### src/rtl/bsg_credit_to_ready_fifo_if.sv
// Purpose: bundles the credit-protected input stream, the valid/yumi consumer side and the status outputs.
// Latency: none (signal bundle only).
// Backpressure: none on the input stream (credit protected); consumer side uses valid/yumi.
// Ports: v_i/data_i incoming words, v_o/data_o head word, yumi_i consumer take,
//        credit_o credit pulse to upstream, overflow_o sticky error.
interface bsg_credit_to_ready_fifo_if #(
    parameter int width_p = 8
);
    logic               v_i;
    logic [width_p-1:0] data_i;
    logic               v_o;
    logic [width_p-1:0] data_o;
    logic               yumi_i;
    logic               credit_o;
    logic               overflow_o;

    // master: upstream sender plus local consumer (testbench side)
    modport master (
        output v_i, data_i, yumi_i,
        input  v_o, data_o, credit_o, overflow_o
    );

    // slave: the FIFO itself
    modport slave (
        input  v_i, data_i, yumi_i,
        output v_o, data_o, credit_o, overflow_o
    );
endinterface

### src/rtl/bsg_credit_to_ready_fifo.sv
// Purpose: buffers a credit-protected valid-only stream in an els_p-entry FIFO and returns one credit per word consumed.
// Latency: 1 cycle v_i -> v_o; credit_o pulses 1 cycle after a dequeue (plus els_p initial credits after reset).
// Backpressure: none on input (credits bound occupancy); a word arriving while full and not dequeuing is dropped and flags overflow_o.
// Ports: clk_i clock; reset_n_i synchronous active-low reset; bus (slave) carries
//        v_i/data_i in, v_o/data_o/yumi_i consumer handshake, credit_o and overflow_o out.
module bsg_credit_to_ready_fifo #(
    parameter int width_p = 8,
    parameter int els_p   = 10
) (
    input logic                     clk_i,
    input logic                     reset_n_i,
    bsg_credit_to_ready_fifo_if.slave bus
);

    localparam int ptr_w = (els_p > 1) ? $clog2(els_p) : 1;
    localparam int cnt_w = $clog2(els_p + 1);

    localparam logic [ptr_w-1:0] last_ptr = ptr_w'(els_p - 1);
    localparam logic [cnt_w-1:0] full_cnt = cnt_w'(els_p);
    localparam logic [cnt_w-1:0] one_cnt  = cnt_w'(1);
    localparam logic [ptr_w-1:0] zero_ptr = '0;
    localparam logic [ptr_w-1:0] one_ptr  = ptr_w'(1);

    logic [width_p-1:0] mem [els_p];
    logic [ptr_w-1:0]   rd_ptr;
    logic [ptr_w-1:0]   wr_ptr;
    logic [cnt_w-1:0]   count;
    logic [cnt_w-1:0]   pend_r;
    logic               credit_r;
    logic               overflow_r;

    logic               full;
    logic               not_empty;
    logic               deq;
    logic               enq;
    logic               drop;
    logic               credit_next;
    logic [cnt_w-1:0]   pend_next;

    assign full      = (count == full_cnt);
    assign not_empty = (count != '0);
    assign deq       = bus.yumi_i & not_empty;
    // When full, a same-cycle dequeue frees the slot that wr_ptr points at.
    assign enq       = bus.v_i & (~full | deq);
    assign drop      = bus.v_i & full & ~deq;

    // credit_next = (pend + deq) != 0 and pend_next = pend + deq - credit_next,
    // rewritten so the sum never needs an extra bit: with pend==0 the dequeue's
    // credit goes straight out; otherwise one owed credit goes out and a
    // dequeue simply replaces it.
    assign credit_next = (pend_r != '0) | deq;
    assign pend_next   = ((pend_r != '0) && !deq) ? (pend_r - one_cnt) : pend_r;

    function automatic logic [ptr_w-1:0] ptr_inc(input logic [ptr_w-1:0] p);
        return (p == last_ptr) ? zero_ptr : (p + one_ptr);
    endfunction

    always_ff @(posedge clk_i) begin
        if (!reset_n_i) begin
            rd_ptr     <= '0;
            wr_ptr     <= '0;
            count      <= '0;
            pend_r     <= full_cnt;
            credit_r   <= 1'b0;
            overflow_r <= 1'b0;
        end else begin
            if (enq) wr_ptr <= ptr_inc(wr_ptr);
            if (deq) rd_ptr <= ptr_inc(rd_ptr);
            if (enq && !deq)      count <= count + one_cnt;
            else if (deq && !enq) count <= count - one_cnt;
            pend_r   <= pend_next;
            credit_r <= credit_next;
            if (drop) overflow_r <= 1'b1;
        end
    end

    // Storage needs no reset; pointers and count define validity.
    always_ff @(posedge clk_i) begin
        if (reset_n_i && enq) mem[wr_ptr] <= bus.data_i;
    end

    assign bus.v_o        = not_empty;
    assign bus.data_o     = mem[rd_ptr];
    assign bus.credit_o   = credit_r;
    assign bus.overflow_o = overflow_r;

endmodule

### src/flat_wrapper.sv
// flat-port wrapper written by rule: the top's interface ports become plain ports
module bsg_credit_to_ready_fifo_flat 
#(
    parameter int width_p = 8,
    parameter int els_p   = 10
)
  (clk_i, reset_n_i, bus_v_i, bus_data_i, bus_yumi_i, bus_v_o, bus_data_o, bus_credit_o, bus_overflow_o);
  bsg_credit_to_ready_fifo_if #(.width_p(width_p)) bus_i ();
  input logic clk_i;
  input logic reset_n_i;
  input wire logic [$bits(bus_i.v_i)-1:0] bus_v_i;
  input wire logic [$bits(bus_i.data_i)-1:0] bus_data_i;
  input wire logic [$bits(bus_i.yumi_i)-1:0] bus_yumi_i;
  output wire logic [$bits(bus_i.v_o)-1:0] bus_v_o;
  output wire logic [$bits(bus_i.data_o)-1:0] bus_data_o;
  output wire logic [$bits(bus_i.credit_o)-1:0] bus_credit_o;
  output wire logic [$bits(bus_i.overflow_o)-1:0] bus_overflow_o;
  assign bus_i.v_i = bus_v_i;
  assign bus_i.data_i = bus_data_i;
  assign bus_i.yumi_i = bus_yumi_i;
  assign bus_v_o = bus_i.v_o;
  assign bus_data_o = bus_i.data_o;
  assign bus_credit_o = bus_i.credit_o;
  assign bus_overflow_o = bus_i.overflow_o;
  bsg_credit_to_ready_fifo #(.width_p(width_p), .els_p(els_p)) u_core (.clk_i(clk_i), .reset_n_i(reset_n_i), .bus(bus_i));
endmodule
### config.mk
export PLATFORM = sky130hd
export DESIGN_NAME = bsg_credit_to_ready_fifo_flat
export DESIGN_NICKNAME = d
export VERILOG_FILES = /design/src/rtl/bsg_credit_to_ready_fifo_if.sv /design/src/rtl/bsg_credit_to_ready_fifo.sv /design/src/flat_wrapper.sv
export SDC_FILE = /design/constraint.sdc
export NUM_CORES = 1
export LEC_CHECK = 0
export BUFFER_PORTS_ARGS = -buffer_cell sky130_fd_sc_hd__buf_2
export CAP_MARGIN = 25
export CORE_ASPECT_RATIO = 1.5
export CORE_MARGIN = 2
export CORE_UTILIZATION = 45
export CTS_CLUSTER_SIZE = 20
export DETAILED_ROUTE_END_ITERATION = 10
export HOLD_SLACK_MARGIN = 0.03
export SKIP_LAST_GASP = 1
export SYNTH_ARGS = -nofsm -noshare
export SYNTH_HDL_FRONTEND = slang
export SYNTH_SLANG_ARGS = --single-unit
### constraint.sdc
create_clock -name clk_i -period 6.55 [get_ports clk_i]
set_input_delay 0.3275 -clock clk_i [delete_from_list [all_inputs] [get_ports clk_i]]
set_output_delay 0.3275 -clock clk_i [all_outputs]
set_load 0.02 [all_outputs]
==> results of run 1 <==
-- power by group --
group | internal [W] | switching, W | total [W]
clock network | 0.000297 | 0.000229 | 0.000526
logic | 0.000214 | 0.000232 | 0.000446
registers | 0.000738 | 0.0000496 | 0.000788
total | 0.00125 | 0.000511 | 0.00176
-- worst paths after layout --
| path | start | endpoint | slack [ns] | depth (start not counted) |
|---|---|---|---|---|
| worst max register to register | u_core.count[0] | u_core.count[3] | 4.08 | 9 |
| worst max-delay path | u_core.count[0] | u_core.count[3] | 4.08 | 9 |
| worst min-delay path | bus_v_i | u_core.bus.overflow_o | 0.27 | 3 |
| worst min register to register | u_core.wr_ptr[3] | u_core.wr_ptr[3] | 0.50 | 2 |
-- worst max-delay path, delay by kind of cell, from the launching register on --
family	cells	cell delay (ns)
AOI/OAI and AO/OA	4	1.09
adders and majority gates	2	0.52
buffers and inverters	2	0.22
DFF	1	0.39
muxes	1	0.19
-- final cells by class --
type | instances | share of cell area
well taps | 112 | 0.0296
repair buffers | 25 | 0.0306
inverters | 8 | 0.00660
multi-input cells | 168 | 0.270
clock inverters | 7 | 0.0153
flip-flops and latches | 102 | 0.600
clock buffers | 9 | 0.0475
-- metrics by stage --
stage,power (W),worst slack (ns)
global route,0.00186,3.83
global placement,0.00124,3.79
floorplan,0.00116,4.32
CTS,0.00177,3.79
detailed placement,0.00124,4.09
finish,0.00176,4.08
-- synth_stat cells (2+ instances only) --
library cell   n  area, µm²
a21oi_1        6       30.0
a221o_1        4       40.0
a22oi_1        4       30.0
a31oi_1        3       18.8
and2_1         6       37.5
buf_1          2       7.51
clkbuf_1       6       22.5
dfxtp_1       22        440
edfxtp_1      80       2400
ha_1           4       50.1
inv_1          7       26.3
mux2_2        24        270
mux2i_1       22        220
nand2_1       20       75.1
nand2b_1       5       31.3
nand3_1        6       30.0
nor2_1        12       45.0
nor2b_1        8       50.1
nor3_1         3       15.0
o21ai_0        2       10.0
o21ai_1        8       40.0
o221ai_1       4       35.0
o22ai_1        6       37.5
xnor2_1        5       43.8
-- cells by family after synthesis --
group / after synthesis
buffers and inverters: 21
flip-flops: 102
multiplexers: 46
AO/OA/AOI/OAI: 44
adder cells (fa/ha/maj): 5
XOR/XNOR: 6
AND/OR/NAND/NOR: 67
-- per-layer routing --
layer / routed length (µm) / GRT usage / part of all wire
met5: 0 / 0 / 0
met2: 4370 / 0.309 / 0.54
met4: 160 / 0.0789 / 0.020
met3: 209 / 0.0296 / 0.026
met1: 3380 / 0.204 / 0.42
-- state kept, by name (all words and copies together) (netlist names), named ones only --
signal and count:
u_core.rd_ptr 4, u_core.wr_ptr 4, u_core.pend_r 4, u_core.count 4, u_core.mem 80, u_core.bus.overflow_o 1
u_core.bus.credit_o 1
==> results.py, run 1 <==
metrics = {
    "routing": {
        "viasPerCell": 5.43,
        "drt_first_pass_iters": 4,
        "wirelength_um": 8120,
        "drc": 0,
        "drt_iter0_drc": 153,
        "drtAntennaViolNets": 0,
        "vias": 2342,
        "wire_per_inst_um": 18.8,
    },
    "layout": {
        "drive_above_1_share": 0.223,
        "area_growth_pct": 11.8,
        "antenna_cells": 0,
        "ff_latch_area_um2": 2840,
        "nets": 331,
        "mostFrequentLayoutCell": "edfxtp_1",
        "multi_input_area_um2": 1280,
        "mostFrequentLayoutCells": "80 x edfxtp_1, 24 x mux2_2, 22 x mux2i_1, 22 x buf_2, 21 x dfxtp_1",
        "final_area_um2": 4740,
        "fillers": 796,
        "finish.utilization": 0.515,
        "final_cells": 431,
    },
    "grt": {
        "grt_max_degree": 41,
        "antenna_found_initial": 0,
        "grt_usage": 0.173,
        "gr-total-overflow": 0,
        "grt_pass1_wl_um": 13200,
        "grt_pass1_vias": 2463,
    },
    "die": {
        "io_pins": 23,
        "die_x_um": 83.2,
        "row_count": 43,
        "die_area_um2": 10200,
        "start_util": 0.460,
        "core_um2": 9200,
        "die_h_um": 123,
    },
    "yosys": {
        "synth_top_family_by_area": "multiplexers",
        "ys_types": 46,
        "yosysWarnings": 0,
        "netlist_instances": 291,
        "synth_compound_area_frac": 0.0729,
        "syn_nets": 308,
        "synth_area_um2": 4240,
        "ys_seq_area_frac": 0.671,
        "ys.flop_type": "edfxtp_1",
        "async_flop_share": 0,
        "synth_fa_ha_area_frac": 0.0165,
        "synth_xor_area_frac": 0.0124,
        "yosys.area_share.simple": 0.0830,
        "syn_area_per_cell_um2": 14.6,
        "synthMuxAreaShare": 0.116,
        "synth_seq_cells": 102,
        "synth-edff-count": 80,
    },
    "clock_network": {
        "cts_resized": 0,
        "clk_latency_ns": 0.34,
        "cts_sinks": 102,
        "clk_pin_slew_ns": 0.07,
        "postCtsHoldBufs": 0,
        "clock_path_buffers": 2,
        "cts-buffers-inserted": 9,
        "cts_setup_buffers": 0,
        "clockRootBuffer": "clkbuf_16",
        "h-tree-depth": 3,
        "cts_tree": "built",
    },
    "pwr": {
        "peakVddDrop_mv": 0.180,
        "leakage_nw": 1.59,
        "power_density_nw_per_um2": 371,
    },
    "sta": {
        "rsz0062_at_grt": "no",
        "final-setup-viol-count": 0,
        "slew_headroom": 0.341,
        "post-route-period-util": 0.378,
        "timing.hold.ws_ns": 0.273,
        "hold_viol": 0,
        "finalClockSkew_ns": 0.00464,
        "fin_crit_ns": 2.47,
        "report.final.slew_viol_count": 0,
        "max_freq_ghz": 0.404,
        "fin_setup_tns_ns": 0,
        "tightest_slew_ns": 0.985,
    },
    "setup_path": {
        "startpoint_type": "register",
        "crit_slowest_cell": "o41a_4",
        "slowest_delay_ns": 0.58,
        "cp-end-kind": "register",
        "cp.arrival_ns": 2.75,
        "timing_worst_setup_path_type": "reg2reg",
        "cp_cell_sequence": "o41a_4 > clkinv_2 > ha_1 > inv_1 > ha_1 > a21oi_1 > a211oi_1 > a31oi_1 > mux2i_1",
        "crit_fanout": 8,
        "crit_top_cell": "ha_1",
        "critPathRequiredTime_ns": 6.82,
    },
    "placed_design": {
        "io_buffers": 22,
        "post-dp-hpwl_um": 5640,
        "gp_congestion": 0.770,
        "placed_area_um2": 4420,
        "dp_cells": 414,
    },
    "job": {
        "maxCapViolations": 0,
    },
    "hold_path": {
        "hold_path.class": "in2reg",
    },
    "outcome": {
        "status": "complete, no violations",
    },
}
Power figures use the tool's default switching activity.
==> run 2, diff against run 1 <==
--- a/config.mk
+++ b/config.mk
@@ -5,6 +5,7 @@
 export SDC_FILE = /design/constraint.sdc
 export NUM_CORES = 1
 export LEC_CHECK = 0
+export ABC_AREA = 1
 export BUFFER_PORTS_ARGS = -buffer_cell sky130_fd_sc_hd__buf_2
 export CAP_MARGIN = 25
 export CORE_ASPECT_RATIO = 1.5
==> constraint.sdc (replaced) <==
create_clock -name clk_i -period 2.5 [get_ports clk_i]
set_input_delay 0.125 -clock clk_i [delete_from_list [all_inputs] [get_ports clk_i]]
set_output_delay 0.125 -clock clk_i [all_outputs]
set_load 0.02 [all_outputs]
==> results.py, run 2 <==
metrics = {
    "layout": {
        "drive_above_1_share": 0.143,
        "final_area_um2": 4900,
        "mostFrequentLayoutCell": "nand2_1",
        "largest_reg_flops": 80,
        "area_growth_pct": 12.0,
        "finish.utilization": 0.511,
        "nets": 467,
        "antenna_cells": 0,
        "mostFrequentLayoutCells": "90 x nand2_1, 80 x edfxtp_1, 59 x nor2_1, 39 x nand3_1, 35 x inv_1",
        "final_cells": 570,
        "largest_register": "u_core.mem",
    },
    "sta": {
        "finalClockSkew_ns": 0.00747,
        "slew_headroom": 0.626,
        "hold_viol": 0,
        "fin_crit_ns": 2.20,
        "report.final.slew_viol_count": 0,
        "rsz0062_at_grt": "no",
        "fin_setup_tns_ns": 0,
        "max_freq_ghz": 0.455,
        "post-route-period-util": 0.880,
        "tightest_slew_ns": 0.561,
        "final-setup-viol-count": 0,
        "fin_ws_ns": 0.301,
    },
    "routing": {
        "vias": 2956,
        "wirelength_um": 8720,
        "wire_per_inst_um": 15.3,
        "drtAntennaViolNets": 0,
        "drc": 0,
        "drt_iter0_drc": 298,
        "viasPerCell": 5.19,
        "drt_first_pass_iters": 4,
    },
    "clock_network": {
        "postCtsHoldBufs": 0,
        "cts_tree": "built",
        "cts-buffers-inserted": 9,
        "clockRootBuffer": "clkbuf_16",
        "h-tree-depth": 3,
        "clk_pin_slew_ns": 0.06,
        "clock_path_buffers": 2,
        "cts_sinks": 102,
        "clk_latency_ns": 0.34,
    },
    "placed_design": {
        "io_buffers": 22,
        "dp_cells": 551,
        "placed_area_um2": 4610,
        "pre_cts_ws_ns": 0.231,
        "post-dp-hpwl_um": 5820,
        "gp_congestion": 0.785,
    },
    "yosys": {
        "synth_top_area_share": 0.549,
        "synth_commonest_cells": "90 x nand2_1, 80 x edfxtp_1, 59 x nor2_1",
        "yosysTopAreaCell": "edfxtp_1",
        "yosysWarnings": 0,
        "ys_seq_area_frac": 0.650,
        "synth-edff-count": 80,
        "synth_seq_cells": 102,
        "ys.flop_type": "edfxtp_1",
        "syn_area_per_cell_um2": 10.5,
        "synthTopCellsByArea": "edfxtp_1 55%, dfxtp_1 10%, nand2_1 7.7%",
        "synth_area_um2": 4380,
        "async_flop_share": 0,
        "syn_nets": 435,
        "netlist_instances": 418,
        "synth.most_common_cell": "nand2_1",
        "ys_types": 32,
    },
    "die": {
        "die_h_um": 125,
        "die_area_um2": 10500,
        "start_util": 0.457,
        "io_pins": 23,
        "core_um2": 9580,
        "row_count": 44,
        "die_x_um": 84.5,
    },
    "setup_path": {
        "cp-end-kind": "register",
        "startpoint_type": "register",
        "cp.arrival_ns": 2.46,
        "crit_top_cell": "nand2_1",
        "slowest_delay_ns": 0.38,
        "crit_fanout": 5,
        "cp_cell_sequence": "nor2_4 > nand4_2 > nand2_4 > inv_1 > ha_1 > inv_1 > ha_1 > or2_2 > nand2_1 > nand2_1 > nand2_1 > nand2_1 > a21oi_1",
        "critPathRequiredTime_ns": 2.77,
        "timing_worst_setup_path_type": "reg2reg",
        "crit_start": "u_core.count[0]",
        "r2r-start": "u_core.count[0]",
        "crit_slowest_cell": "dfxtp_1",
    },
    "pwr": {
        "power_frac_seq": 0.462,
        "internal-power_w": 0.00303,
        "leakage_nw": 1.92,
        "clockPowerShare": 0.282,
        "swShare": 0.314,
        "peakVddDrop_mv": 0.488,
        "power_frac_comb": 0.256,
        "power.net_switching_w": 0.00139,
        "power_density_nw_per_um2": 902,
    },
    "hold_path": {
        "worstHoldStart": "bus_data_i[2]",
        "hold_path.class": "in2reg",
    },
    "grt": {
        "gr-total-overflow": 0,
        "antenna_found_initial": 0,
        "grt_usage": 0.177,
        "grt_max_degree": 48,
        "grt_pass1_vias": 2892,
        "grt_pass1_wl_um": 14400,
    },
    "outcome": {
        "status": "complete, no violations",
    },
    "job": {
        "maxCapViolations": 0,
    },
}
==> run 2: changes by cell type after synthesis, sizes merged, moves of 22 or more <==
cell / delta
nand3: +36
mux2i: -22
mux2: -24
inv: +32
nand2: +72
nor2: +48
==> run 2: final timing paths <==
path | end | slack, ns | cells past startpoint
setup / recovery | u_core.count[3] | 0.30 | 13
hold reg to reg | u_core.wr_ptr[2] | 0.47 | 2
setup reg to reg | u_core.count[3] | 0.30 | 13
hold / removal | u_core.mem[0][2] | 0.12 | 1
==> run 2: repair_timing <==
item,in CTS,in global routing
buffers inserted,0,3
gates resized for setup,0,1
setup endpoints to repair,0,1
==> run 2: area by class of cell <==
| cell class | instances | area, µm² |
|---|---|---|
| timing repair buffer | 36 | 228 |
| fill | 879 | 4680 |
| clock inverter | 2 | 10.0 |
| tap | 115 | 144 |
| multi-input combinational | 262 | 1270 |
| sequential | 102 | 2840 |
| clock buffer | 14 | 254 |
| inverter | 39 | 146 |
==> run 2: stage by stage <==
| step | hold WS [ns] | power, W |
|---|---|---|
| global placement | 0.446 | 0.00318 |
| finish | 0.119 | 0.00442 |
| floorplan | 0.224 | 0.00297 |
| detailed placement | 0.463 | 0.00321 |
| CTS | 0.110 | 0.00445 |
| global route | 0.124 | 0.00469 |
==> run 2: routing by layer <==
metal | routed length (µm) | vias to the layer above | global-route usage
met5 | 0 | - | 0
met4 | 367 | 0 | 0.0952
met1 | 3480 | 1395 | 0.202
met3 | 296 | 24 | 0.0398
met2 | 4570 | 57 | 0.305
li1 | - | 1480 | -
==> run 2: power by group through the flow <==
stage | clock [W] | combinational [W] | sequential (W)
3_5_place_dp | 0 | 0.00113 | 0.00208
4_1_cts | 0.00127 | 0.00114 | 0.00204
3_3_place_gp | 0 | 0.00111 | 0.00207
2_1_floorplan | 0 | 0.000924 | 0.00205
5_1_grt | 0.00133 | 0.00131 | 0.00206
6_report | 0.00125 | 0.00113 | 0.00204
==> run 2: cells by family (layout without fill, tap and decap cells) <==
kind of cell / Yosys count / in the layout / synth area share
AND/OR/NAND/NOR: 205 / 205 / 0.202
AO/OA/AOI/OAI: 50 / 50 / 0.0683
flip-flops: 102 / 102 / 0.650
buffers and inverters: 54 / 91 / 0.0600
XOR/XNOR: 2 / 2 / 0.00400
adder cells (fa/ha/maj): 5 / 5 / 0.0160
==> run 2: critical path: cells and delay by family, from the launching register on <==
kind / cells / cell delay, ns
buffers and inverters: 2 / 0.21
AOI/OAI and AO/OA: 1 / 0.11
DFF: 1 / 0.38
adders and majority gates: 2 / 0.47
and+or+nand+nor: 8 / 0.95
